$ cat config.mk
export PLATFORM = sky130hd
export DESIGN_NAME = mem_loader_flat
export DESIGN_NICKNAME = d
export VERILOG_FILES = /design/src/rtl/mem_loader_if.sv /design/src/rtl/mem_loader.sv /design/src/flat_wrapper.sv
export SDC_FILE = /design/constraint.sdc
export NUM_CORES = 1
export LEC_CHECK = 0
export CAP_MARGIN = 20
export CORE_MARGIN = 3
export CORE_UTILIZATION = 36
export DETAILED_ROUTE_END_ITERATION = 16
export MAX_ROUTING_LAYER = met4
export PLACE_DENSITY = 0.84
export REMOVE_ABC_BUFFERS = 1
export SLEW_MARGIN = 5
export SYNTH_ARGS = -nofsm -noshare
export SYNTH_HDL_FRONTEND = slang
export SYNTH_SLANG_ARGS = --single-unit
$ cat constraint.sdc
create_clock -name clk -period 2 [get_ports clk]
set_input_delay 0.6 -clock clk [delete_from_list [all_inputs] [get_ports clk]]
set_output_delay 0.6 -clock clk [all_outputs]
set_load 0.02 [all_outputs]
$ cat src/rtl/mem_loader_if.sv
// Host stream and memory port bundle for mem_loader.
// The master modport is the loader side; the slave modport is the host/memory side.
interface mem_loader_if #(
    parameter int AW = 10,
    parameter int DW = 32
);
    logic          in_valid;
    logic [DW-1:0] in_data;
    logic          in_ready;
    logic [AW-1:0] mem_a;
    logic [DW-1:0] mem_d;
    logic          mem_we;
    logic [AW-1:0] mem_dpra;
    logic [DW-1:0] mem_dpo;

    modport master (
        input  in_valid, in_data, mem_dpo,
        output in_ready, mem_a, mem_d, mem_we, mem_dpra
    );

    modport slave (
        output in_valid, in_data, mem_dpo,
        input  in_ready, mem_a, mem_d, mem_we, mem_dpra
    );
endinterface

$ cat src/rtl/mem_loader.sv
// mem_loader: streams host words into a 1K x 32 memory from a programmable base while holding the CPU in reset.
// Define LOADER_VERIFY_EN to read back and compare every word (adds the CHECK state and the sticky error flag).
module mem_loader #(
    parameter int AW = 10,
    parameter int DW = 32,
    parameter int LW = 11
) (
    input  logic          clk,
    input  logic          rst_n,
    input  logic          start,
    input  logic [AW-1:0] base_addr,
    input  logic [LW-1:0] length,
    mem_loader_if.master  bus,
    output logic          busy,
    output logic          done,
    output logic          error,
    output logic [LW-1:0] words_loaded,
    output logic          cpu_hold
);
    localparam logic [LW-1:0] MAX_LEN = LW'(1) << AW;

    function automatic logic [LW-1:0] clamp_len(input logic [LW-1:0] len);
        return (len > MAX_LEN) ? MAX_LEN : len;
    endfunction

`ifdef LOADER_VERIFY_EN
    typedef enum logic [2:0] {S_IDLE, S_LOAD, S_CHECK, S_DONE, S_ERROR} state_t;
`else
    typedef enum logic [2:0] {S_IDLE, S_LOAD, S_DONE, S_ERROR} state_t;
`endif

    state_t        state_q, state_d;
    logic [AW-1:0] addr_q;
    logic [LW-1:0] rem_q;
    logic [LW-1:0] cnt_q;
    logic          in_ready_c;
    logic          accept;
    logic          load_go;
    logic          advance;
`ifdef LOADER_VERIFY_EN
    logic [DW-1:0] wdata_q;
    logic          err_q;
    logic          set_err;
`endif

    always_comb begin
        state_d    = state_q;
        in_ready_c = 1'b0;
        busy       = 1'b0;
        done       = 1'b0;
        load_go    = 1'b0;
        advance    = 1'b0;
`ifdef LOADER_VERIFY_EN
        set_err    = 1'b0;
`endif
        case (state_q)
            S_IDLE: begin
                if (start) begin
                    load_go = 1'b1;
                    state_d = (clamp_len(length) == '0) ? S_DONE : S_LOAD;
                end
            end
            S_LOAD: begin
                busy       = 1'b1;
                in_ready_c = 1'b1;
                if (bus.in_valid) begin
`ifdef LOADER_VERIFY_EN
                    state_d = S_CHECK;
`else
                    advance = 1'b1;
                    if (rem_q == LW'(1)) state_d = S_DONE;
`endif
                end
            end
`ifdef LOADER_VERIFY_EN
            // The word written last edge is now visible on mem_dpo at addr_q.
            S_CHECK: begin
                busy = 1'b1;
                if (bus.mem_dpo == wdata_q) begin
                    advance = 1'b1;
                    state_d = (rem_q == LW'(1)) ? S_DONE : S_LOAD;
                end else begin
                    set_err = 1'b1;
                    state_d = S_ERROR;
                end
            end
`endif
            S_DONE: begin
                done    = 1'b1;
                state_d = S_IDLE;
            end
            S_ERROR: state_d = S_IDLE;
            default: state_d = S_IDLE;
        endcase
    end

    assign accept       = in_ready_c & bus.in_valid;
    assign bus.in_ready = in_ready_c;
    assign bus.mem_we   = accept;
    assign bus.mem_a    = addr_q;
    assign bus.mem_d    = bus.in_data;
    assign bus.mem_dpra = addr_q;
    assign cpu_hold     = busy;
    assign words_loaded = cnt_q;

    always_ff @(posedge clk or negedge rst_n) begin
        if (!rst_n) state_q <= S_IDLE;
        else        state_q <= state_d;
    end

    // Address wraps modulo 2^AW, so a load running past the top continues at 0.
    always_ff @(posedge clk or negedge rst_n) begin
        if (!rst_n) begin
            addr_q <= '0;
            rem_q  <= '0;
            cnt_q  <= '0;
        end else if (load_go) begin
            addr_q <= base_addr;
            rem_q  <= clamp_len(length);
            cnt_q  <= '0;
        end else if (advance) begin
            addr_q <= addr_q + AW'(1);
            rem_q  <= rem_q - LW'(1);
            cnt_q  <= cnt_q + LW'(1);
        end
    end

`ifdef LOADER_VERIFY_EN
    always_ff @(posedge clk or negedge rst_n) begin
        if (!rst_n)       err_q <= 1'b0;
        else if (load_go) err_q <= 1'b0;
        else if (set_err) err_q <= 1'b1;
    end

    always_ff @(posedge clk) begin
        if (accept) wdata_q <= bus.in_data;
    end

    assign error = err_q;
`else
    logic unused_dpo;
    assign unused_dpo = ^bus.mem_dpo;
    assign error      = 1'b0;
`endif
endmodule

$ cat src/flat_wrapper.sv
// flat-port wrapper written by rule: the top's interface ports become plain ports
module mem_loader_flat 
#(
    parameter int AW = 10,
    parameter int DW = 32,
    parameter int LW = 11
)
  (clk, rst_n, start, base_addr, length, busy, done, error, words_loaded, cpu_hold, bus_in_valid, bus_in_data, bus_mem_dpo, bus_in_ready, bus_mem_a, bus_mem_d, bus_mem_we, bus_mem_dpra);
  mem_loader_if #(.AW(AW), .DW(DW)) bus_i ();
  input  logic clk;
  input  logic rst_n;
  input  logic start;
  input  logic [AW-1:0] base_addr;
  input  logic [LW-1:0] length;
  output logic busy;
  output logic done;
  output logic error;
  output logic [LW-1:0] words_loaded;
  output logic cpu_hold;
  input wire logic [$bits(bus_i.in_valid)-1:0] bus_in_valid;
  input wire logic [$bits(bus_i.in_data)-1:0] bus_in_data;
  input wire logic [$bits(bus_i.mem_dpo)-1:0] bus_mem_dpo;
  output wire logic [$bits(bus_i.in_ready)-1:0] bus_in_ready;
  output wire logic [$bits(bus_i.mem_a)-1:0] bus_mem_a;
  output wire logic [$bits(bus_i.mem_d)-1:0] bus_mem_d;
  output wire logic [$bits(bus_i.mem_we)-1:0] bus_mem_we;
  output wire logic [$bits(bus_i.mem_dpra)-1:0] bus_mem_dpra;
  assign bus_i.in_valid = bus_in_valid;
  assign bus_i.in_data = bus_in_data;
  assign bus_i.mem_dpo = bus_mem_dpo;
  assign bus_in_ready = bus_i.in_ready;
  assign bus_mem_a = bus_i.mem_a;
  assign bus_mem_d = bus_i.mem_d;
  assign bus_mem_we = bus_i.mem_we;
  assign bus_mem_dpra = bus_i.mem_dpra;
  mem_loader #(.AW(AW), .DW(DW), .LW(LW)) u_core (.clk(clk), .rst_n(rst_n), .start(start), .base_addr(base_addr), .length(length), .bus(bus_i), .busy(busy), .done(done), .error(error), .words_loaded(words_loaded), .cpu_hold(cpu_hold));
endmodule
==> out/results.txt, run 1 <==
Placer Congestion -> 0.867
number of enable flip-flop cells after synthesis -> 0
Final ANT Viol Nets -> 0
layout cell share with drive strength beyond 1 -> 14.1%
RSZ-0062 raised after global routing -> no
number of max-cap violations -> 0
vias in the first global route -> 1993
Synth warnings -> 0
maximum clock skew at final layout -> 9.39 ps
sequential share of the synthesized area -> 36.6%
port bufs -> 60
chip width -> 86.4 um
Synth Instances -> 264
clock share of power -> 18.7%
NumNets Final -> 389
CTS tree -> done
Worst EP required -> 1400 ps
Min Clock Period, post-route -> 1940 ps
synthesized area per cell -> 8.81 um^2
crit-path max cell delay -> 630 ps
Leakage -> 1.40 nW
DIE AREA -> 7460 um^2
PwrDens -> 1430 nW/um^2
fillers -> 603
Final Cycle Share -> 97.0%
first-pass GRT wire length -> 10700 um
Switching Power -> 0.00177 W
starting DRC count in detailed routing -> 134
Fin. Hold Viols -> 0
Critical Path AT -> 1340 ps
switch share -> 41.7%
Post-Route WL -> 6840 um
Die H -> 86.4 um
DP Worst Slack -> -499 ps
final hold slack -> 542 ps
Pwr Total -> 0.00426 W
ANT cells -> 0
Yosys reg bits -> 34
H-tree Lvls -> 2
hold path depth -> 1
P&R area growth vs syn -> 27.8%
global route overflow -> 0
synth unique cells -> 51
Placed Area -> 2810 um^2
core area -> 6100 um^2
CTS max path bufs -> 2
Setup crit end kind -> output pin
HP Class -> flop to flop
Primary FF master, synth -> dfrtp_1
maximum vdd drop -> 0.715 mV
Post-Syn Area -> 2330 um^2
Synth async-reset ratio -> 100%
Cell Rows -> 28
Final Setup Violations -> 0
clk root buf -> clkbuf_8
CP delay by family, top -> buffers and inverters
Peak Freq -> 0.515 GHz
DP Wirelength -> 5210 um
pin count of the biggest net entering global routing -> 35
gr usage total -> 19.3%
WP buf/inv -> 1
Final Worst Setup Slack -> 59.1 ps
Internal -> 0.00248 W
area of the multi-input gates -> 1070 um^2
Crit-path slowest cell -> clkdlybuf4s50_1
sequential fraction of design power -> 31.5%
Setup CP Type -> flop to output pin
Initial Util -> 38.2%
worst r2r path cells -> 6
DRC Markers -> 0
design area -> 2970 um^2
CP cell instances -> clkdlybuf4s50_1
Comb pwr share -> 49.8%
antenna violations before repair -> 0
status -> finished, final reports clean
drt via density -> 5.71
clock latency on the worst-skew pair -> 290 ps
Crit Path Max Fanout -> 5
clk sinks -> 34
Routed WL per cell -> 18.4 um
Slew Limit Fails -> 0
I/O pins -> 158
1st-pass router iterations -> 4
Reg clk slew, reported paths -> 70 ps
fin util -> 48.7%
flop2flop setup slack -> 120 ps
Num CTS Buffers -> 5
vias -> 2125
critical path depth -> 1
crit path launch type -> flop
Reg area -> 852 um^2
==> cells in the final DEF, fill, tap and decap left out, types with 3 or more instances in the layout <==
cell,count
nand2_1,21
o211ai_1,3
o21ai_0,14
dlymetal6s2s_1,12
clkbuf_8,6
nor3_1,4
a221o_1,4
a22oi_1,3
a41oi_1,3
clkdlybuf4s50_1,36
nor4_1,5
buf_4,20
dfrtp_1,33
nand3_1,8
xnor2_1,4
ha_1,4
dlygate4sd2_1,11
a21oi_1,7
a211oi_1,3
nand4_1,7
inv_1,6
o311ai_0,3
nor2_1,26
xor2_1,5
a31oi_1,5
and3_1,6
==> what timing repair did <==
item / 4_1_cts / 5_1_grt
buffers inserted: 0 / 0
hold buffers: 0 / 0
resized for setup: 15 / 13
endpoints found under the hold margin: 0 / 0
endpoints found under the setup margin: 13 / 13
==> synth_stat cells, types with 6 or more instances <==
| cell | instances | share of area, % |
|---|---|---|
| nand2_1 | 21 | 3.4 |
| inv_1 | 6 | 0.97 |
| dfrtp_1 | 34 | 37 |
| a21oi_1 | 7 | 1.5 |
| buf_2 | 7 | 1.5 |
| nor2_1 | 26 | 4.2 |
| nand3_1 | 8 | 1.7 |
| and3_1 | 6 | 1.6 |
| nand4_1 | 7 | 1.9 |
| buf_4 | 45 | 15 |
| o21ai_0 | 14 | 3.0 |
==> stage by stage <==
stage / TNS (ps) / instances
after global placement: -3340 / 364
after detailed placement: -4810 / 364
after CTS: 0 / 372
after global routing: 0 / 372
final: 0 / 372
after floorplan: -14850 / 208
==> power groups by stage <==
stage / logic, W / registers [W] / clock network, W
floorplan: 0.000859 / 0.00157 / 0
global placement: 0.00214 / 0.00132 / 0
detailed placement: 0.00221 / 0.00135 / 0
CTS: 0.00215 / 0.00134 / 0.000810
global route: 0.00232 / 0.00140 / 0.000844
finish: 0.00212 / 0.00134 / 0.000797
==> layout make-up <==
| type | count | share of cell area (%) |
|---|---|---|
| multi-input combinational | 167 | 36.0 |
| sequential | 34 | 28.7 |
| timing repair buffer | 81 | 26.5 |
| tap | 75 | 3.16 |
| clock buffer | 6 | 2.78 |
| clock inverter | 2 | 2.02 |
| inverter | 7 | 0.884 |
==> final timing paths <==
check	end	from
max in group asynchronous	u_core.bus.mem_a[5]	rst_n
min in group asynchronous	u_core.words_loaded[3]	rst_n
min	u_core.rem_q[5]	u_core.rem_q[5]
max	words_loaded[4]	u_core.words_loaded[4]
max reg2reg	u_core.rem_q[10]	u_core.rem_q[0]
min reg2reg	u_core.rem_q[5]	u_core.rem_q[5]
==> registers in the layout, summed over array words and instances (netlist names) <==
register	cells
u_core.bus.mem_a	10
u_core.rem_q	11
u_core.state_q	2
u_core.words_loaded	11
==> layer usage <==
metal | vias to the layer above | wire, um | share of wire [%] | track usage [%]
li1 | 964 | - | - | -
met1 | 1012 | 2970 | 43 | 24.7
met2 | 138 | 2870 | 42 | 26.6
met3 | 11 | 888 | 13 | 10.6
met4 | 0 | 112 | 1.6 | 4.67
met5 | - | 0 | 0 | -
==> kinds of logic after synthesis <==
| logic type | count (synthesis) | synth area share, % |
|---|---|---|
| XOR/XNOR | 9 | 3.39 |
| AND/OR/NAND/NOR | 96 | 22.8 |
| adder cells (fa/ha/maj) | 4 | 2.15 |
| flip-flops | 34 | 36.6 |
| multiplexers | 1 | 0.430 |
| buffers and inverters | 63 | 17.8 |
| other | 1 | 0.161 |
| AO/OA/AOI/OAI | 56 | 16.7 |
Power figures use the tool's default switching activity.
==> inputs of run 2 (changes only) <==
- ABC_CLOCK_PERIOD_IN_PS: unset -> 2000
==> results of run 2 <==
The final DEF is identical to that of run 1; final timing and power are the same.
